[src/rtl/whack_mole_core.sv]
// Whack-a-mole game engine: N-hole mole sequencing from an 8-bit LFSR,
// BCD score / miss / countdown, IDLE -> RUN (SPAWN/UP/GAP) -> OVER flow.
// All time bases advance only on clk edges where the tick strobe is high.
//
// state  | meaning
// IDLE   | after reset, waiting for a start rise
// SPAWN  | one clk: choose the next hole from the LFSR
// UP     | mole visible: waiting for hit, wrong press or escape
// GAP    | no mole shown, buttons ignored, waiting out the gap
// OVER   | round time expired, score/miss held until next start rise
module whack_mole_core #(
    parameter int          N_HOLES       = 4,
    parameter int          ROUND_SECS    = 60,
    parameter int          TICKS_PER_SEC = 10,
    parameter int          MOLE_TICKS    = 10,
    parameter int          GAP_TICKS     = 3,
    parameter logic [7:0]  LFSR_SEED     = 8'hA5
) (
    input  logic               clk,
    input  logic               clr,
    input  logic               tick,
    input  logic               start,
    input  logic [N_HOLES-1:0] button,
    output logic [N_HOLES-1:0] mole,
    output logic [7:0]         score_bcd,
    output logic [7:0]         miss_bcd,
    output logic [7:0]         time_bcd,
    output logic               running,
    output logic               game_over,
    output logic               hit_pulse
);

    localparam int         IDX_W     = $clog2(N_HOLES);
    localparam logic [7:0] ROUND_BCD = 8'(((ROUND_SECS / 10) << 4) | (ROUND_SECS % 10));
    localparam logic [7:0] TPS       = 8'(TICKS_PER_SEC);
    localparam logic [7:0] MOLE_LD   = 8'(MOLE_TICKS);
    localparam logic [7:0] GAP_LD    = 8'(GAP_TICKS);

    typedef enum logic [2:0] {
        S_IDLE,
        S_SPAWN,
        S_UP,
        S_GAP,
        S_OVER
    } state_t;

    state_t             state_q, state_n;
    logic [7:0]         lfsr_q, lfsr_n;
    logic               start_prev_q;
    logic [N_HOLES-1:0] button_prev_q;
    logic [IDX_W-1:0]   idx_q, idx_n, spawn_idx;
    logic [7:0]         mole_cnt_q, mole_cnt_n;
    logic [7:0]         gap_cnt_q, gap_cnt_n;
    logic [7:0]         sub_cnt_q, sub_cnt_n;
    logic [7:0]         score_q, score_n;
    logic [7:0]         miss_q, miss_n;
    logic [7:0]         time_q, time_n;
    logic [N_HOLES-1:0] mole_q, mole_n;
    logic               hit_q, hit_n;
    logic               running_q, running_n;
    logic               over_q, over_n;

    logic               start_rise;
    logic [N_HOLES-1:0] button_rise;
    logic [N_HOLES-1:0] mole_mask;
    logic               in_run;
    logic               hit;
    logic               wrong;
    logic               expire;

    function automatic logic [N_HOLES-1:0] onehot(input logic [IDX_W-1:0] i);
        logic [N_HOLES-1:0] r;
        r    = '0;
        r[i] = 1'b1;
        return r;
    endfunction

    // Counts stop at 99 rather than wrapping to 00.
    function automatic logic [7:0] bcd_inc_sat(input logic [7:0] v);
        if (v == 8'h99)
            return v;
        if (v[3:0] == 4'd9)
            return {v[7:4] + 4'd1, 4'd0};
        return v + 8'd1;
    endfunction

    function automatic logic [7:0] bcd_dec(input logic [7:0] v);
        if (v[3:0] == 4'd0)
            return {v[7:4] - 4'd1, 4'd9};
        return v - 8'd1;
    endfunction

    assign start_rise  = start & ~start_prev_q;
    assign button_rise = button & ~button_prev_q;
    assign mole_mask   = onehot(idx_q);
    assign in_run      = (state_q == S_SPAWN) || (state_q == S_UP) || (state_q == S_GAP);
    assign hit         = |(button_rise & mole_mask);
    assign wrong       = |(button_rise & ~mole_mask);
    assign lfsr_n      = {lfsr_q[6:0], lfsr_q[7] ^ lfsr_q[5] ^ lfsr_q[4] ^ lfsr_q[3]};

    // Next-state, counters and registered-output values for the game flow.
    always_comb begin
        state_n    = state_q;
        idx_n      = idx_q;
        mole_cnt_n = mole_cnt_q;
        gap_cnt_n  = gap_cnt_q;
        sub_cnt_n  = sub_cnt_q;
        score_n    = score_q;
        miss_n     = miss_q;
        time_n     = time_q;
        mole_n     = '0;
        hit_n      = 1'b0;
        expire     = 1'b0;
        spawn_idx  = lfsr_q[IDX_W-1:0];
        if (spawn_idx == idx_q)
            spawn_idx = spawn_idx + 1'b1;

        if (in_run && tick) begin
            if (sub_cnt_q == TPS - 8'd1) begin
                sub_cnt_n = 8'd0;
                if (time_q == 8'h01) begin
                    time_n = 8'h00;
                    expire = 1'b1;
                end else begin
                    time_n = bcd_dec(time_q);
                end
            end else begin
                sub_cnt_n = sub_cnt_q + 8'd1;
            end
        end

        case (state_q)
            S_IDLE, S_OVER: begin
                if (start_rise) begin
                    score_n   = 8'h00;
                    miss_n    = 8'h00;
                    time_n    = ROUND_BCD;
                    sub_cnt_n = 8'd0;
                    state_n   = S_SPAWN;
                end
            end
            S_SPAWN: begin
                idx_n      = spawn_idx;
                mole_cnt_n = MOLE_LD;
                mole_n     = onehot(spawn_idx);
                state_n    = S_UP;
            end
            S_UP: begin
                mole_n = mole_mask;
                if (hit) begin
                    score_n   = bcd_inc_sat(score_q);
                    hit_n     = 1'b1;
                    mole_n    = '0;
                    gap_cnt_n = GAP_LD;
                    state_n   = S_GAP;
                end
                if (wrong)
                    miss_n = bcd_inc_sat(miss_q);
                if (!hit && !wrong && tick) begin
                    if (mole_cnt_q == 8'd1) begin
                        miss_n    = bcd_inc_sat(miss_q);
                        mole_n    = '0;
                        gap_cnt_n = GAP_LD;
                        state_n   = S_GAP;
                    end else begin
                        mole_cnt_n = mole_cnt_q - 8'd1;
                    end
                end
            end
            S_GAP: begin
                if (tick) begin
                    if (gap_cnt_q == 8'd1)
                        state_n = S_SPAWN;
                    else
                        gap_cnt_n = gap_cnt_q - 8'd1;
                end
            end
            default: state_n = S_IDLE;
        endcase

        // Running out of time wins over anything else that happened this cycle.
        if (expire) begin
            state_n = S_OVER;
            idx_n   = idx_q;
            score_n = score_q;
            miss_n  = miss_q;
            mole_n  = '0;
            hit_n   = 1'b0;
        end

        running_n = (state_n == S_SPAWN) || (state_n == S_UP) || (state_n == S_GAP);
        over_n    = (state_n == S_OVER);
    end

    // State and datapath registers; LFSR and edge detectors run every clk.
    always_ff @(posedge clk or negedge clr) begin
        if (!clr) begin
            state_q       <= S_IDLE;
            lfsr_q        <= LFSR_SEED;
            start_prev_q  <= 1'b0;
            button_prev_q <= '0;
            idx_q         <= '0;
            mole_cnt_q    <= 8'd0;
            gap_cnt_q     <= 8'd0;
            sub_cnt_q     <= 8'd0;
            score_q       <= 8'h00;
            miss_q        <= 8'h00;
            time_q        <= ROUND_BCD;
            mole_q        <= '0;
            hit_q         <= 1'b0;
            running_q     <= 1'b0;
            over_q        <= 1'b0;
        end else begin
            state_q       <= state_n;
            lfsr_q        <= lfsr_n;
            start_prev_q  <= start;
            button_prev_q <= button;
            idx_q         <= idx_n;
            mole_cnt_q    <= mole_cnt_n;
            gap_cnt_q     <= gap_cnt_n;
            sub_cnt_q     <= sub_cnt_n;
            score_q       <= score_n;
            miss_q        <= miss_n;
            time_q        <= time_n;
            mole_q        <= mole_n;
            hit_q         <= hit_n;
            running_q     <= running_n;
            over_q        <= over_n;
        end
    end

    assign mole      = mole_q;
    assign score_bcd = score_q;
    assign miss_bcd  = miss_q;
    assign time_bcd  = time_q;
    assign running   = running_q;
    assign game_over = over_q;
    assign hit_pulse = hit_q;

endmodule

[config.mk]
export PLATFORM = sky130hd
export DESIGN_NAME = whack_mole_core
export DESIGN_NICKNAME = d
export VERILOG_FILES = /design/src/rtl/whack_mole_core.sv
export SDC_FILE = /design/constraint.sdc
export NUM_CORES = 1
export LEC_CHECK = 0
export CAP_MARGIN = 5
export CORE_AREA = 2 2 105 82
export DETAILED_ROUTE_END_ITERATION = 7
export DIE_AREA = 0 0 107 84
export DONT_BUFFER_PORTS = 1
export HOLD_SLACK_MARGIN = 0.06
export SLEW_MARGIN = 20
export SYNTH_ARGS = -nofsm -noshare
export SYNTH_HDL_FRONTEND = slang
export SYNTH_SLANG_ARGS = --single-unit
[constraint.sdc]
create_clock -name clk -period 3 [get_ports clk]
set_clock_uncertainty 0.05 [all_clocks]
set_input_delay 0.75 -clock clk [delete_from_list [all_inputs] [get_ports clk]]
set_output_delay 0.75 -clock clk [all_outputs]
set_load 0.005 [all_outputs]
---- Word level (Yosys, flattened, before mapping) ----
Index checks and enable logic that the tools add are counted.
word-level totals
  register bits ........................... 73
  input port bits ......................... 8
  output and inout bits ................... 31
  word-level logic and storage cells ...... 173
cells by class
  add/sub/neg operators ................... 10
  magnitude comparators ................... 4
  equal/unequal tests ..................... 23
  multiplexer cells ....................... 86
  bitwise logic cells ..................... 11
  reduce and logical (&&, ||, !) cells .... 24
operator list
  kind                                                         count
  two-way mux 8 bit                                            33
  case mux 8 bit (2 select lines)                              4
  two-way mux 1 bit                                            33
  adder 8 x 1 -> 8 bit (second input constant)                 3
  == test 8 x 1 -> 1 bit (second input constant)               3
  subtractor 8 x 1 -> 8 bit (second input constant)            3
  two-way mux 3 bit                                            7
  == test 8 bit (second input constant)                        2
  two-way mux 4 bit                                            4
  AND 4 bit                                                    3
  == test 3 x 2 -> 1 bit (second input constant)               4
  case mux 3 bit (4 select lines)                              1
  inequality test 2 bit (second input constant)                5
  AND reduction 3 bit                                          3
  adder 4 x 1 -> 4 bit (second input constant)                 2
  == test 4 bit (second input constant)                        2
  == test 8 x 4 -> 1 bit (second input constant)               1
  inverter 4 bit                                               2
  case mux 4 bit (2 select lines)                              1
  OR reduction 4 bit                                           2
  == test 3 x 1 -> 1 bit (second input constant)               2
  == test 3 bit (second input constant)                        2
  less-than comparator 2 x 3 -> 1 bit (second input constant)  2
  nonzero test 2 bit                                           3
  other kinds (18)                                             31

---- Longest topological paths before layout ----
Gate-level depths: netlist of run 1.
  depth after elaboration ................. 21
  gate-level depth with buffers ........... 9
  mapped depth without buffers ............ 8

---- Worst setup path after synthesis of run 1 ----
OpenSTA, ideal clock, no wires.
  kind .................................... input port to flip-flop
  start point ............................. input button[0]
  end point ............................... register score_q[6], in the netlist score_bcd[6]
  setup time .............................. 0.120 ns
  arrival ................................. 2.217 ns
  path slack .............................. 0.613 ns
  cell stages on the path ................. 6
  path buffers ............................ 0
  path through ............................ nand2b_1 -> mux4_2 -> o21ai_0 -> a21boi_1 -> a21oi_1 -> a31o_2
between the ends
  longest elaborated chain between the ends .. 5
RTL lines
  element                          RTL line  RTL
  start, declared                  23        input logic [N_HOLES-1:0] button,
  AND 4 bit                        94        assign button_rise = button & ~button_prev_q;
  AND 4 bit                        97        assign hit = |(button_rise & mole_mask);
  OR reduction 4 bit               97
  inequality test 2 bit (no line)  --
  AND reduction 4 bit (no line)    --
  end signal, assigned             222       score_q <= score_n;
  end, declared                    55        logic [7:0] score_q, score_n;
No other way between the ends.
A chain may end at the register's enable or synchronous reset.

---- Worst setup path after layout of run 1 ----
  start point ............................. register sub_cnt_q[1]
  end point ............................... register score_q[1], in the netlist score_bcd[1]
between the ends
  longest elaborated chain between the ends .. 5
RTL lines
  element                        RTL line  RTL
  start, declared                54        logic [7:0] sub_cnt_q, sub_cnt_n;
  start signal, assigned         221       sub_cnt_q <= sub_cnt_n;
  == test 8 x 4 -> 1 bit         119       if (sub_cnt_q == TPS - 8'd1) begin
  two-way mux 1 bit              119
  two-way mux 1 bit              118       if (in_run && tick) begin
  inverter 1 bit (no line)       --
  AND reduction 4 bit (no line)  --
No other way between the ends.

==> results of run 1 <==
==> layout make-up <==
cell class	instances	area, um2
Fill cell	744	3860
Tap cell	108	135
Clock buffer	12	145
Sequential cell	73	1830
Clock inverter	4	51.3
Timing Repair Buffer	7	72.6
Inverter	14	52.6
Multi-Input combinational cell	295	1940
==> kinds of logic after synthesis <==
kind of cell    count (synthesis)
compound gates                 94
xor+xnor                       17
fa+ha+maj                      15
buf+inv                        28
flops                          73
mux                             5
simple gates                  164
==> power by group <==
group	switching, mW	internal [mW]
clock network	0.380	0.409
logic	0.599	0.457
registers	0.359	1.24
total	1.34	2.11
==> registers in the layout, summed over array words and instances, names as in the netlist <==
register	cells
gap_cnt_q	8
sub_cnt_q	8
miss_bcd	8
start_prev_q	1
time_bcd	8
running	1
state_q	3
game_over	1
lfsr_q	8
mole_cnt_q	8
idx_q	2
button_prev_q	4
hit_pulse	1
mole	4
score_bcd	8
==> layout by cell type, fill, tap and decap left out, types with 5 or more instances in the layout <==
master and count:
nand3_1 15, a211oi_1 5, nor3_1 9, or3_1 7, nand2_1 43, nand2b_1 10, nand4_1 7, o21ai_0 24
buf_4 6, nor2_1 33, a31oi_1 5, xor2_1 11, xnor2_1 6, a31o_2 5, dfstp_2 6, ha_1 15
a21oi_1 18, inv_1 14, clkbuf_8 10, o211ai_1 5, dfrtp_1 67
==> metrics by stage <==
step                      std cells  setup slack, ns  power [mW]  utilization, %
after floorplan                 396            0.613        2.37               -
after global placement          496            0.356        2.61            49.6
after detailed placement        496            0.300        2.64            49.6
after CTS                       513            0.490        3.47            52.3
after global routing            513            0.248        3.71            52.3
final                           513            0.544        3.44            52.3
==> routing by layer <==
| layer | vias up | GRT usage [%] | part of all wire (%) |
|---|---|---|---|
| met5 | - | 0 | 0 |
| met4 | 0 | 5.79 | 1.3 |
| met3 | 9 | 5.62 | 4.9 |
| met2 | 62 | 28.5 | 43 |
| met1 | 1410 | 28.7 | 50 |
| li1 | 1438 | - | - |
==> worst paths after layout <==
| check | endpoint | slack, ns |
|---|---|---|
| max reg2reg | score_bcd[1] | 0.54 |
| max | score_bcd[1] | 0.54 |
| min reg2reg | lfsr_q[7] | 0.31 |
| max in group asynchronous | start_prev_q | 2.40 |
| min | lfsr_q[2] | 0.18 |
| min in group clk | lfsr_q[7] | 0.31 |
==> qor.yml, run 1 <==
run_status:
  outcome: "finished clean"
sta:
  tns_ns: 0
  finalSetupViolCount: 0
  rsz0062_at_grt: "false"
  final_max_slew_viol_count: 0
  fmax_mhz: 407
  final-hold-violation-count: 0
  relSlewSlack_pct: 63.6
  post-route-min-period_ns: 2.46
  period_share_pct: 81.9
  worst_slew_pin_slew_ns: 0.542
  holdWs_ns: 0.183
die:
  rows: 29
  die_w_um: 107
  die_y_um: 84
  core-area_um2: 8090
  design.die.area_um2: 8990
  start_util_pct: 48.0
  ios: 39
critical_path:
  arrival_ns: 2.62
  cp-startpoint: "sub_cnt_q[1]"
  crit_path_start_kind: "flop"
  crit_fanout: 10
  path_buf_inv: 2
  end_kind: "flop"
  slowest_stage: "dfrtp_1"
  cpLargestDelayFamily: "compound AO/OA/AOI/OAI gates"
  cp_slowest_stage_delay_ns: 0.42
  path_cells: "inv_1 > ha_1 > nor4b_2 > nand4_1 > buf_4 > o21a_1 > o21ai_1 > or3_1 > o21ai_0"
  cp_num_cells: 9
  crit_type: "reg2reg"
  reg2reg_depth: 9
  cp_data_required_time_ns: 3.16
  rr_startpoint: "sub_cnt_q[1]"
min_path:
  hold_class: "in2async"
synth:
  yosysMostFrequentCell: "dfrtp_1"
  synth_area_per_cell_um2: 9.80
  synth_warnings: 0
  synth_top_area_cell: "dfrtp_1"
  synth_top_area_share_pct: 43.2
  syn_nets: 419
  synthArstFlopShare_pct: 100
  yosysUniqueCellTypes: 61
  synth_edf_count: 0
  yosysSeqAreaShare_pct: 47.3
  synth_compound_area_share_pct: 17.0
  postSynthCellCount: 396
  synth-seq-cells: 73
  synth_flop_cell: "dfrtp_1"
  ys_top_cells_by_area: "dfrtp_1, ha_1, nand2_1"
  synthMuxAreaShare_pct: 1.61
  netlist_area_um2: 3880
  synthSimpleGateAreaFrac_pct: 22.7
  yosys.area_share.adder_pct: 4.84
  synth_top_cells_by_count: "dfrtp_1, nand2_1, nor2_1"
  synth_xor_area_share_pct: 3.84
  synth_top_family_by_area: "simple AND/OR/NAND/NOR gates"
power:
  powerDensity_nw_per_um2: 814
  ir_drop_uv: 524
  leakage_nw: 1.79
cts:
  cts-root-buf: "clkbuf_8"
  clock_latency_ns: 0.35
  clockBufferDepth: 2
  cts_made_buffers: 9
  clock_sinks: 73
  cts_max_level: 3
  cts_tree: "yes"
  cts_setup_buffers: 0
  cts.repair.resized: 0
  cts.clk_slew.worst_paths_ns: 0.08
  cts.hold.buffers_added: 1
grt:
  grt_max_degree: 68
  grt_antenna_before_repair: 0
  grt-ovfl-total: 0
  grt_pass1_wl_um: 13800
  grt_pass1_vias: 2745
  grt_use_total_pct: 19.7
detailed_routing:
  detail_route.first_pass.iterations: 5
  ant_nets: 0
  avgViaCountPerCell: 5.69
  wl_um: 8200
  drt_iter0_markers: 168
  dr_total_vias: 2919
  post-route-drc-count: 0
  wl_per_cell_um: 16.0
flow_run:
  max_cap_violations: 0
placed_design:
  placed_area_um2: 4010
  gp_congestion: 0.813
  dpl.hpwl_um: 5520
  port_buffers: 0
final_layout:
  fin_area_um2: 4230
  area_delta_synth_final_pct: 9.13
  layout.nets: 423
  layout-drive-gt1-share_pct: 12.3
  antenna_cells: 0
Power figures use the tool's default switching activity.
==> run 2, diff against run 1 <==
PLACE_DENSITY = 0.66   (was default)
clock period = 2 ns   (was 3 ns; I/O delays follow)
==> run 2 against run 1 <==
Net effect: the flow now finishes with violations (negative hold slack, negative setup slack); die area stayed put; sequential share of layout area down 7.7 points; global-route usage is 2.4 points higher; non-clock buffer count up 84; via count up 14%; utilization increased by 11 points; first-iteration DRC count shrank 50%; critical path depth decreased by 2; flip-flop and latch count is the same.
==> qor.yml, run 2 (synthesis gave the netlist of run 1 again) <==
critical_path:
  cpLargestDelayFamily: "simple AND/OR/NAND/NOR gates"  # was compound AO/OA/AOI/OAI gates
  crit_fanout: 5  # was 10
  arrival_ns: 2.42  # was 2.62 ns
  cp_num_cells: 7  # was 9
  crit_path_start_kind: "flop"  # unchanged
  slowest_stage: "or4_4"  # was dfrtp_1
  crit_type: "reg2reg"  # unchanged
  path_buf_inv: 1  # was 2
  cp_slowest_stage_delay_ns: 0.56  # was 0.42 ns
  path_cells: "or4_4 > nor4b_4 > nand3_4 > a21oi_4 > buf_4 > a31oi_1 > o21bai_1"  # was inv_1 > ha_1 > nor4b_2 > nand4_1 > buf_4 > o21a_1 > o21ai_1 > or3_1 > o21ai_0
  reg2reg_depth: 7  # was 9
  cp_data_required_time_ns: 2.20  # was 3.16 ns
  end_kind: "flop"  # unchanged
placed_design:
  dpl.hpwl_um: 6270  # was 5520 um
  port_buffers: 0  # unchanged
  pre_cts_ws_ns: -0.301  # was 0.300 ns
  placed_area_um2: 4520  # was 4010 um2
  dp_cells: 562  # was 496
  gp_congestion: 0.840  # was 0.813
cts:
  cts.clk_slew.worst_paths_ns: 0.08  # about the same
  cts-root-buf: "clkbuf_8"  # unchanged
  clock_latency_ns: 0.36  # was 0.35 ns
  cts_made_buffers: 9  # unchanged
  clockBufferDepth: 2  # unchanged
  clock_sinks: 73  # unchanged
  cts_tree: "yes"  # unchanged
  cts_max_level: 3  # unchanged
flow_run:
  max_cap_violations: 0  # unchanged
sta:
  relSlewSlack_pct: 73.1  # was 63.6%
  fmax_mhz: 450  # was 407 MHz
  final_max_slew_viol_count: 0  # unchanged
  final-hold-violation-count: 73  # was 0
  setup_ws_ns: -0.223  # was 0.544 ns
  worst_slew_pin_slew_ns: 0.399  # was 0.542 ns
  finalSetupViolCount: 31  # was 0
  holdWs_ns: -0.225  # was 0.183 ns
  post-route-min-period_ns: 2.22  # was 2.46 ns
  rsz0062_at_grt: "true"  # was false
  period_share_pct: 111  # was 81.9%
die:
  core-area_um2: 8090  # unchanged
  ios: 39  # unchanged
  design.die.area_um2: 8990  # unchanged
  die_y_um: 84  # unchanged
  die_w_um: 107  # unchanged
  start_util_pct: 48.0  # unchanged
  rows: 29  # unchanged
grt:
  grt_antenna_before_repair: 0  # unchanged
  grt-ovfl-total: 0  # unchanged
  grt_use_total_pct: 22.1  # was 19.7%
  grt_pass1_vias: 3271  # was 2,745
  grt_pass1_wl_um: 15700  # was 13,800 um
  grt_max_degree: 74  # was 68
detailed_routing:
  wl_per_cell_um: 15.8  # was 16.0 um
  dr_total_vias: 3317  # was 2,919
  ant_nets: 0  # unchanged
  detail_route.first_pass.iterations: 4  # was 5
  drt_iter0_markers: 84  # was 168
  avgViaCountPerCell: 5.56  # was 5.69
  wl_um: 9430  # was 8200 um
  post-route-drc-count: 0  # unchanged
run_status:
  violations: "negative hold slack, negative setup slack"
  outcome: "complete, but fails checks"  # was finished clean
final_layout:
  area_delta_synth_final_pct: 32.7  # was 9.13%
  fin_util_pct: 63.6  # was 52.3%
  layout-drive-gt1-share_pct: 36.4  # was 12.3%
  antenna_cells: 0  # unchanged
  final_common_cell: "buf_4"  # was dfrtp_1
  fill_cells: 650  # was 744
  stdcell_count: 597  # was 513
  final_cell_mix: "buf_4, dfrtp_1, nand2_1"  # was dfrtp_1, nand2_1, nor2_1
  layout.nets: 507  # was 423
  fin_area_um2: 5150  # was 4230 um2
power:
  leakage_nw: 2.31  # was 1.79 nW
  powerDensity_nw_per_um2: 1220  # was 814 nW/um2
  ir_drop_uv: 667  # was 524 uV
min_path:
  hold_class: "in2async"  # unchanged
## run 2: final timing paths
check | slack, ns | start | endpoint
setup / recovery | -0.22 | mole_cnt_q[3] | miss_bcd[6]
hold / removal | -0.23 | clr | idx_q[0]
setup reg to reg | -0.22 | mole_cnt_q[3] | miss_bcd[6]
hold reg to reg | 0.32 | lfsr_q[6] | lfsr_q[7]
max in group asynchronous | 1.93 | clr | time_bcd[6]
min in group clk | 0.11 | start | start_prev_q
## run 2: report_power, final
| part | switching, mW | total [mW] | internal (mW) |
|---|---|---|---|
| clock network | 0.565 | 1.17 | 0.601 |
| logic | 1.45 | 2.92 | 1.48 |
| registers | 0.320 | 2.18 | 1.86 |
## run 2: metal layers
layer  vias up  wire [um]  track usage (%)
li1       1611          -                -
met1      1645       4510             29.5
met2        45       4420             34.3
met3        16        319             6.17
met4         0        178             8.26
met5         -          0                0
## run 2: area by class of cell
class                   instances  area, um2  share of cell area (%)
multi-input cells             295       2220                    43.0
flip-flops and latches         73       1840                    35.7
repair buffers                 91        713                    13.9
clock buffers                  10        138                    2.67
well taps                     108        135                    2.63
clock inverters                 6       57.6                    1.12
inverters                      14       52.6                    1.02
## run 2: timing repair
action,CTS,global route
setup buffers,12,7
resized for setup,44,25
setup endpoints to repair,34,39
pin swaps,32,13
endpoints found under the hold margin,73,73
## run 2: metrics by stage
step | power (mW) | setup TNS [ns]
2_1_floorplan | 3.58 | -1.11
3_3_place_gp | 4.52 | -3.37
3_5_place_dp | 4.60 | -5.08
4_1_cts | 6.10 | -2.61
5_1_grt | 6.71 | -6.48
6_report | 6.27 | -4.11
==> run 3, diff against run 2 <==
PLACE_DENSITY = default   (was 0.66)
RECOVER_POWER = 25   (was default)
clock period = 2.4 ns   (was 2 ns; I/O delays follow)
==> run 3 against run 2 <==
Net effect: the flow finishes with violations (max-capacitance violations, max-slew violations); global-route usage is 2.1 points lower; clock-buffer cell count stayed put; clock power is 7% lower; utilization is 9.4 points lower; maximum frequency is 0.94% lower; final cell count is 11% lower; first-iteration DRC count is 40% higher; sequential share of layout area is 6.2 points higher; setup slack better by 0.38 ns; routed wire length is 12% lower; highest routed layer unchanged.
==> qor.yml, run 3 (synthesis gave the netlist of run 1 again) <==
power:
  power_switching_mw: 1.70  # was 2.33 mW
  clkPwrFrac_pct: 23.8  # was 18.6%
  pwr-share-seq_pct: 42.4  # was 34.8%
  swShare_pct: 37.3  # was 37.1%
  ir_drop_uv: 465  # was 667 uV
  finalPower_mw: 4.56  # was 6.27 mW
  pwr-share-comb_pct: 33.8  # was 46.6%
  powerDensity_nw_per_um2: 1040  # was 1220 nW/um2
  p_int_mw: 2.86  # was 3.94 mW
  leakage_nw: 1.89  # was 2.31 nW
grt:
  grt_pass1_vias: 2793  # was 3,271
  busiest_layer: "met1"  # was met2
  grt_antenna_before_repair: 0  # unchanged
  grt-ovfl-total: 0  # unchanged
  use_met2_pct: 28.3  # was 34.3%
  met1_usage_pct: 29.3  # was 29.5%
  globalRouteMet3Util_pct: 6.48  # was 6.17%
  grt_use_total_pct: 20.0  # was 22.1%
  grt_max_degree: 74  # unchanged
  grt_pass1_wl_um: 14100  # was 15,700 um
critical_path:
  reg2reg_depth: 6  # was 7
  regToRegSetupSlack_ns: 0.16  # was -0.22 ns
  arrival_ns: 2.43  # was 2.42 ns
  crit_type: "reg2reg"  # unchanged
  path_cells: "or4_4 > nor4b_4 > nand3_2 > a21oi_4 > nand2_1 > a32o_1"  # was or4_4 > nor4b_4 > nand3_4 > a21oi_4 > buf_4 > a31oi_1 > o21bai_1
  crit_fanout: 10  # was 5
  crit_path_start_kind: "flop"  # unchanged
  slowest_stage: "or4_4"  # unchanged
  rr_startpoint: "mole_cnt_q[3]"  # unchanged
  critPathCapture: "miss_bcd[3]"  # was miss_bcd[6]
  end_kind: "flop"  # unchanged
  cp_slowest_stage_delay_ns: 0.56  # about the same
  r2r-end: "miss_bcd[3]"  # was miss_bcd[6]
  cp-startpoint: "mole_cnt_q[3]"  # unchanged
  cp_data_required_time_ns: 2.59  # was 2.20 ns
sta:
  post-route-min-period_ns: 2.24  # was 2.22 ns
  fmax_mhz: 446  # was 450 MHz
  relSlewSlack_pct: -19.6  # was 73.1%
  tns_ns: 0  # was -4.11 ns
  worst_slew_pin_slew_ns: 1.79  # was 0.399 ns
  final_max_slew_viol_count: 74  # was 0
  period_share_pct: 93.5  # was 111%
  finalSetupViolCount: 0  # was 31
  final-hold-violation-count: 0  # was 73
  setup_ws_ns: 0.156  # was -0.223 ns
  rsz0062_at_grt: "false"  # was true
die:
  die_y_um: 84  # unchanged
  rows: 29  # unchanged
  die_w_um: 107  # unchanged
  ios: 39  # unchanged
  design.die.area_um2: 8990  # unchanged
  core-area_um2: 8090  # unchanged
  start_util_pct: 48.0  # unchanged
detailed_routing:
  post-route-drc-count: 0  # unchanged
  wl_per_cell_um: 15.7  # was 15.8 um
  wl_um: 8320  # was 9430 um
  dr_total_vias: 2953  # was 3,317
  ant_nets: 0  # unchanged
  avgViaCountPerCell: 5.56  # about the same
  detail_route.first_pass.iterations: 4  # unchanged
  drt_iter0_markers: 118  # was 84
cts:
  clock_sinks: 73  # unchanged
  clock_latency_ns: 0.35  # was 0.36 ns
  cts.clk_slew.worst_paths_ns: 0.08  # about the same
  clockBufferDepth: 2  # unchanged
  cts_setup_buffers: 0  # was 12
  cts_tree: "yes"  # unchanged
  cts-root-buf: "clkbuf_8"  # unchanged
  cts_made_buffers: 9  # unchanged
  cts_max_level: 3  # unchanged
placed_design:
  dpl.hpwl_um: 5920  # was 6270 um
  placed_area_um2: 4150  # was 4520 um2
  pre_cts_ws_ns: 0.0622  # was -0.301 ns
  port_buffers: 0  # unchanged
  gp_congestion: 0.807  # was 0.840
run_status:
  outcome: "complete, but fails checks"  # unchanged
  violations: "max-capacitance violations, max-slew violations"  # was negative hold slack, negative setup slack
min_path:
  hold_depth: 0
  hold_class: "in2reg"  # was in2async
final_layout:
  fin_area_um2: 4380  # was 5150 um2
  final_common_cell: "dfrtp_1"  # was buf_4
  antenna_cells: 0  # unchanged
  final_cell_mix: "dfrtp_1, nand2_1, nor2_1"  # was buf_4, dfrtp_1, nand2_1
  area_delta_synth_final_pct: 13.0  # was 32.7%
  fin_util_pct: 54.2  # was 63.6%
  layout.nets: 441  # was 507
  layout-drive-gt1-share_pct: 17.0  # was 36.4%
  fill_cells: 738  # was 650
flow_run:
  max_cap_violations: 1  # was 0
[run 3: final cells by class]
class                   instances  area, um2  area share, %
multi-input cells             295       1950           44.4
inverters                      14       52.6           1.20
clock buffers                  10        138           3.14
flip-flops and latches         73       1830           41.8
repair buffers                 25        185           4.22
well taps                     108        135           3.08
clock inverters                 6       90.1           2.06
[run 3: routing by layer]
layer  part of all wire (%)  routed length (um)
met1                     51                4260
met2                     44                3660
met5                      0                   0
met3                    4.3                 356
met4                   0.43                  36
[run 3: power groups by stage]
stage	combinational (mW)	sequential (mW)	clock, mW
3_3_place_gp	1.48	1.94	0
3_5_place_dp	1.50	1.95	0
6_report	1.54	1.93	1.09
4_1_cts	1.54	1.93	1.12
5_1_grt	1.77	1.99	1.18
2_1_floorplan	1.10	1.86	0
[run 3: worst max-delay path: cells and delay by family, from the launching register on]
family,cells,cell delay [ns]
simple gates,4,1.11
compound gates,2,0.57
flops,1,0.40
[run 3: worst min path at each step]
| stage | end | startpoint |
|---|---|---|
| 2_1_floorplan | button_prev_q[0] | clr |
| 3_3_place_gp | lfsr_q[6] | clr |
| 3_5_place_dp | lfsr_q[6] | clr |
| 4_1_cts | lfsr_q[6] | clr |
| 5_1_grt | button_prev_q[2] | button[2] |
| 6_report | button_prev_q[2] | button[2] |
[run 3: stage by stage]
stage	instances	hold WS, ns
after CTS	531	0.0880
after global routing	531	0.191
after global placement	514	0.257
final	531	0.224
after floorplan	396	0.254
after detailed placement	514	0.256
[run 3: timing repair]
item	CTS	global route
hold buffers	1	0
setup endpoints to repair	0	8
gates resized for setup	0	3
hold endpoints to repair	73	0
